$ cat src/rtl/program_loader.sv
// rtl/program_loader.sv - byte-stream boot loader that fills program memory and releases the core
// Optional checksum byte and check enabled by PROGRAM_LOADER_CSUM_EN.
module program_loader #(
    parameter int WORDS = 32,
    localparam int AW = (WORDS > 1) ? $clog2(WORDS) : 1
) (
    input  logic          clk,
    input  logic          Reset,
    input  logic [7:0]    InData,
    input  logic          InValid,
    output logic          InReady,
    output logic          PM_WE,
    output logic [AW-1:0] PM_Addr,
    output logic [12:0]   PM_Data,
    output logic          CoreRun,
    output logic          Busy,
    output logic          Error
);

    localparam logic [8:0] MAX_N = 9'(WORDS);

    typedef enum logic [2:0] {
        S_IDLE, S_COUNT, S_HI, S_LO, S_CSUM, S_RUN, S_ERR
    } state_t;

`ifdef PROGRAM_LOADER_CSUM_EN
    localparam state_t AFTER_LAST = S_CSUM;
`else
    localparam state_t AFTER_LAST = S_RUN;
`endif

    state_t        state_q, state_d;
    logic [AW-1:0] addr_q, last_q;
    logic [4:0]    hi_q;
    logic          in_ready_q, pm_we_q, core_run_q, busy_q, error_q;
    logic [AW-1:0] pm_addr_q;
    logic [12:0]   pm_data_q;
    logic          accept;
`ifdef PROGRAM_LOADER_CSUM_EN
    logic [7:0]    csum_q;
`endif

    assign accept = InValid & in_ready_q;

    always_comb begin
        state_d = state_q;
        if (accept) begin
            case (state_q)
                S_IDLE, S_ERR: if (InData == 8'hA5) state_d = S_COUNT;
                S_COUNT: state_d = (InData == 8'h00 || {1'b0, InData} > MAX_N) ? S_ERR : S_HI;
                S_HI:    state_d = (InData[7:5] != 3'b000) ? S_ERR : S_LO;
                S_LO:    state_d = (addr_q != last_q) ? S_HI : AFTER_LAST;
`ifdef PROGRAM_LOADER_CSUM_EN
                S_CSUM:  state_d = (InData == csum_q) ? S_RUN : S_ERR;
`endif
                default: state_d = state_q;
            endcase
        end
    end

    // Status outputs are registered from the next state so they line up with state_q.
    always_ff @(posedge clk or posedge Reset) begin
        if (Reset) begin
            state_q    <= S_IDLE;
            addr_q     <= '0;
            last_q     <= '0;
            hi_q       <= '0;
            in_ready_q <= 1'b1;
            pm_we_q    <= 1'b0;
            pm_addr_q  <= '0;
            pm_data_q  <= '0;
            core_run_q <= 1'b0;
            busy_q     <= 1'b0;
            error_q    <= 1'b0;
`ifdef PROGRAM_LOADER_CSUM_EN
            csum_q     <= '0;
`endif
        end else begin
            state_q    <= state_d;
            in_ready_q <= (state_d != S_RUN);
            core_run_q <= (state_d == S_RUN);
            error_q    <= (state_d == S_ERR);
            busy_q     <= state_d inside {S_COUNT, S_HI, S_LO, S_CSUM};
            pm_we_q    <= 1'b0;
            if (accept) begin
                case (state_q)
                    S_COUNT: begin
                        addr_q <= '0;
                        last_q <= AW'(InData - 8'd1);
`ifdef PROGRAM_LOADER_CSUM_EN
                        csum_q <= '0;
`endif
                    end
                    S_HI: begin
                        hi_q <= InData[4:0];
`ifdef PROGRAM_LOADER_CSUM_EN
                        csum_q <= csum_q ^ InData;
`endif
                    end
                    S_LO: begin
                        pm_we_q   <= 1'b1;
                        pm_addr_q <= addr_q;
                        pm_data_q <= {hi_q, InData};
`ifdef PROGRAM_LOADER_CSUM_EN
                        csum_q    <= csum_q ^ InData;
`endif
                        if (addr_q != last_q) addr_q <= addr_q + AW'(1);
                    end
                    default: ;
                endcase
            end
        end
    end

    assign InReady = in_ready_q;
    assign PM_WE   = pm_we_q;
    assign PM_Addr = pm_addr_q;
    assign PM_Data = pm_data_q;
    assign CoreRun = core_run_q;
    assign Busy    = busy_q;
    assign Error   = error_q;

endmodule

$ cat config.mk
export PLATFORM = sky130hd
export DESIGN_NAME = program_loader
export DESIGN_NICKNAME = d
export VERILOG_FILES = /design/src/rtl/program_loader.sv
export SDC_FILE = /design/constraint.sdc
export NUM_CORES = 1
export LEC_CHECK = 0
export BUFFER_PORTS_ARGS = -buffer_cell sky130_fd_sc_hd__buf_2
export CAP_MARGIN = 20
export CELL_PAD_IN_SITES_DETAIL_PLACEMENT = 1
export CELL_PAD_IN_SITES_GLOBAL_PLACEMENT = 2
export CORE_UTILIZATION = 35
export DETAILED_ROUTE_END_ITERATION = 6
export PLACE_DENSITY_LB_ADDON = 0.1
export SLEW_MARGIN = 10
export SYNTH_ARGS = -nofsm -noshare
export SYNTH_HDL_FRONTEND = slang
export SYNTH_SLANG_ARGS = --single-unit
$ cat constraint.sdc
create_clock -name clk -period 2.5 [get_ports clk]
set_clock_uncertainty 0.1 [all_clocks]
set_input_delay 0.25 -clock clk [delete_from_list [all_inputs] [get_ports clk]]
set_output_delay 0.25 -clock clk [all_outputs]
set_load 0.02 [all_outputs]
==> key figures <==
Outcome
  • Run status: complete, no violations

Power
  • PwrDens: 946 mW/mm2
  • Max IR drop VDD: 0.512 mV
  • Overall Power: 2.07 mW
  • Leak: 1.14 nW

Clock network
  • Worst-skew pair later-pin latency: 290 ps
  • CTS Buf Count: 5
  • Root Buffer Master: clkbuf_8
  • CTS tree: yes
  • Clk buf depth: 2
  • Clk slew on worst S/H paths: 80 ps
  • # clock sinks: 41
  • CTS H-tree lvls: 2

Place
  • Placer Congestion: 0.727
  • Worst slack, placed: 92.3 ps
  • DP HPWL: 2870 um
  • Placed Cells incl. Taps: 264
  • I/O Buffers: 33
  • Placement Cell Area: 0.00209 mm2

Route
  • Vias per inst: 4.77
  • Final wirelength: 3940 um
  • Number of remaining DRC errors: 0
  • DRT iter0 DRCs: 74
  • DR WL/cell: 14.4 um
  • Vias: 1303
  • Routed Antenna Nets: 0
  • Drt pass-1 iters: 4

Final layout
  • N_diodes: 0
  • Final-stage net count: 216
  • Fill count: 590
  • Post-Layout Inst Area: 0.00219 mm2
  • Final core occ: 0.428
  • Layout Cells excl Fill: 273
  • Layout Area Growth over Synthesis: 17.7%
  • Share of layout cells above drive strength 1: 0.325

Synth
  • Post-Syn Area: 0.00186 mm2
  • Xor/xnor cell area share of the yosys netlist: 0.0613
  • Ys flop type: dfrtp_1
  • Seq/Total Area, Yosys: 0.553
  • Synth cell types: 37
  • #FFs+latches synth: 41
  • Async SR Flop Fraction: 1.00
  • Synth Area in Adders: 0.0202
  • Syn nets: 179
  • Largest family of logic cells by synthesized area: simple AND/OR/NAND/NOR gates
  • Multiplexer share of the synthesized area: 0.103
  • Number of synthesis warnings: 0
  • Simple-Gate Fraction of Synth Area: 0.173
  • Avg Cell Area, Syn: 11.3 um2
  • Post-Syn Instances: 165
  • Synth Area in Compound Gates: 0.0633
  • Post-synth EDFFs: 0

Global route
  • Antenna violations before repair: 0
  • Total track usage: 0.165
  • Largest net degree at the start of global routing: 42
  • First-pass GRT wire length: 6580 um
  • Number of global-route vias before repair: 1348
  • Gr ovfl total: 0

Critical path
  • Reg2Reg Capture Point: CoreRun$_DFF_PP0_
  • Top delay family on crit path: simple AND/OR/NAND/NOR gates
  • Worst path required time: 2580 ps
  • FF-to-FF Start: state_q[2]$_DFF_PP0_
  • Worst setup SP type: input pin
  • Crit path arrival time: 2180 ps
  • Reg2reg path depth: 6
  • Critical-path cell list: buf_2, inv_1, ha_1, or2b_1, nor3_1, xor2_1, or3_1, a221o_1, and3b_1
  • Max FO, Critical Path: 5
  • Crit path buffers/inverters: 2
  • Critical path endpoint category: register
  • Critical Path Max Stage Delay: 430 ps
  • Worst reg-to-reg setup slack: 470 ps
  • Slowest CP cell: a221o_1
  • CP Class: in2reg

Floorplan
  • Die Area: 0.00560 mm2
  • Initial core utilization: 0.364
  • Core area: 0.00511 mm2
  • I/O pin cnt: 34
  • FP Rows: 26
  • Die H: 74.8 um
  • Die width: 74.8 um

Hold path
  • Hold path depth: 2
  • Hold Crit Class: in2reg
  • Worst hold endpoint: last_q[0]$_DFFE_PP0P_
  • Hold Startpoint: InData[0]

STA
  • Setup_tns: 0 ps
  • Fin Hold WS: 117 ps
  • Final min period: 2100 ps
  • Fmax: 477 MHz
  • Final setup vio count: 0
  • Slew Limit Headroom: 0.662
  • Worst Tran Pin Value: 505 ps
  • Slew Limit Fails: 0
  • Final period utilization: 0.838
  • Fin. Hold Viols: 0
  • Final worst slack: 405 ps
  • RSZ-0062 raised after global routing: no

Job
  • Max-cap violations: 0
-- worst max-delay path by stage --
stage                     startpoint         endpoint  slack (ps)  cells past startpoint
after floorplan            InData[1]  Error$_DFF_PP0_         380                      8
after global placement     InData[1]  Error$_DFF_PP0_         120                      9
after detailed placement   InData[1]  Error$_DFF_PP0_          90                      9
after CTS                  InData[1]  Error$_DFF_PP0_         400                      9
after global routing       InData[1]  Error$_DFF_PP0_         260                      9
final                      InData[1]  Error$_DFF_PP0_         400                      9
-- layout make-up --
| type | instances | area (um2) | area share |
|---|---|---|---|
| tap | 70 | 87.6 | 0.0401 |
| inverter | 5 | 18.8 | 0.00859 |
| clock inverter | 1 | 5.00 | 0.00229 |
| sequential | 41 | 1030 | 0.470 |
| timing repair buffer | 36 | 190 | 0.0870 |
| clock buffer | 7 | 76.3 | 0.0349 |
| multi-input combinational | 113 | 781 | 0.357 |
-- cells in the final DEF, fill, tap and decap left out, types with 4 or more instances in the layout --
cell type   n
nand2_1    29
clkbuf_8    5
nor2_1     10
dfrtp_1    40
o21ai_0     8
xor2_1     10
buf_2      33
inv_1       4
or3_1       4
mux2_2     17
-- per-layer routing --
layer  GRT usage  up-vias  routed length [um]
met2       0.276       25                2010
met1       0.202      643                1710
li1            -      630                   -
met3      0.0428        5                 160
met4      0.0692        0                  70
met5           0        -                   0
-- where the power goes --
group          total (mW)  internal (mW)  switching, mW
Sequential           1.01          0.862          0.152
Clock               0.415          0.196          0.219
Combinational       0.639          0.274          0.365
Total                2.07           1.33          0.736
-- logic make-up (layout without fill, tap and decap cells) --
kind of cell / count (synthesis) / after routing
muxes: 17 / 17
xor gates and xnor gates: 13 / 13
buffers and inverters: 11 / 49
and+or+nand+nor: 63 / 63
adders and majority gates: 3 / 3
DFF: 41 / 41
AOI/OAI and AO/OA: 17 / 17
-- flip-flops by register name (all words and copies together), names as in the netlist --
register / count
InReady: 1
hi_q: 5
PM_Data: 13
CoreRun: 1
Error: 1
PM_WE: 1
addr_q: 5
last_q: 5
PM_Addr: 5
Busy: 1
state_q: 3
-- cell usage after synthesis, types with 2 or more instances --
cell type,count,share of area
dfrtp_1,40,0.54
xnor2_1,3,0.014
nor3_1,3,0.0081
or3_1,4,0.013
nand3_1,2,0.0054
ha_1,3,0.020
nand4_1,2,0.0067
buf_2,3,0.0081
o21ai_0,8,0.022
and3b_1,2,0.0094
a21oi_1,3,0.0081
clkbuf_1,2,0.0040
mux2_2,17,0.10
nor2_1,10,0.020
inv_1,4,0.0081
nand2_1,29,0.059
xor2_1,10,0.047
-- worst reg2reg max path, stage by stage, from the launching register on --
cell	delay, ps
dfrtp_1	540
and3b_1	270
nand3_2	100
inv_2	140
a221oi_2	380
and2b_1	240
and2_1	160
-- what timing repair did --
item | in CTS | in global routing
gates resized for setup | 0 | 0
endpoints found under the hold margin | 40 | 0
buffers inserted | 0 | 0
hold buffers | 1 | 0
(Power assumes the default switching activity.)
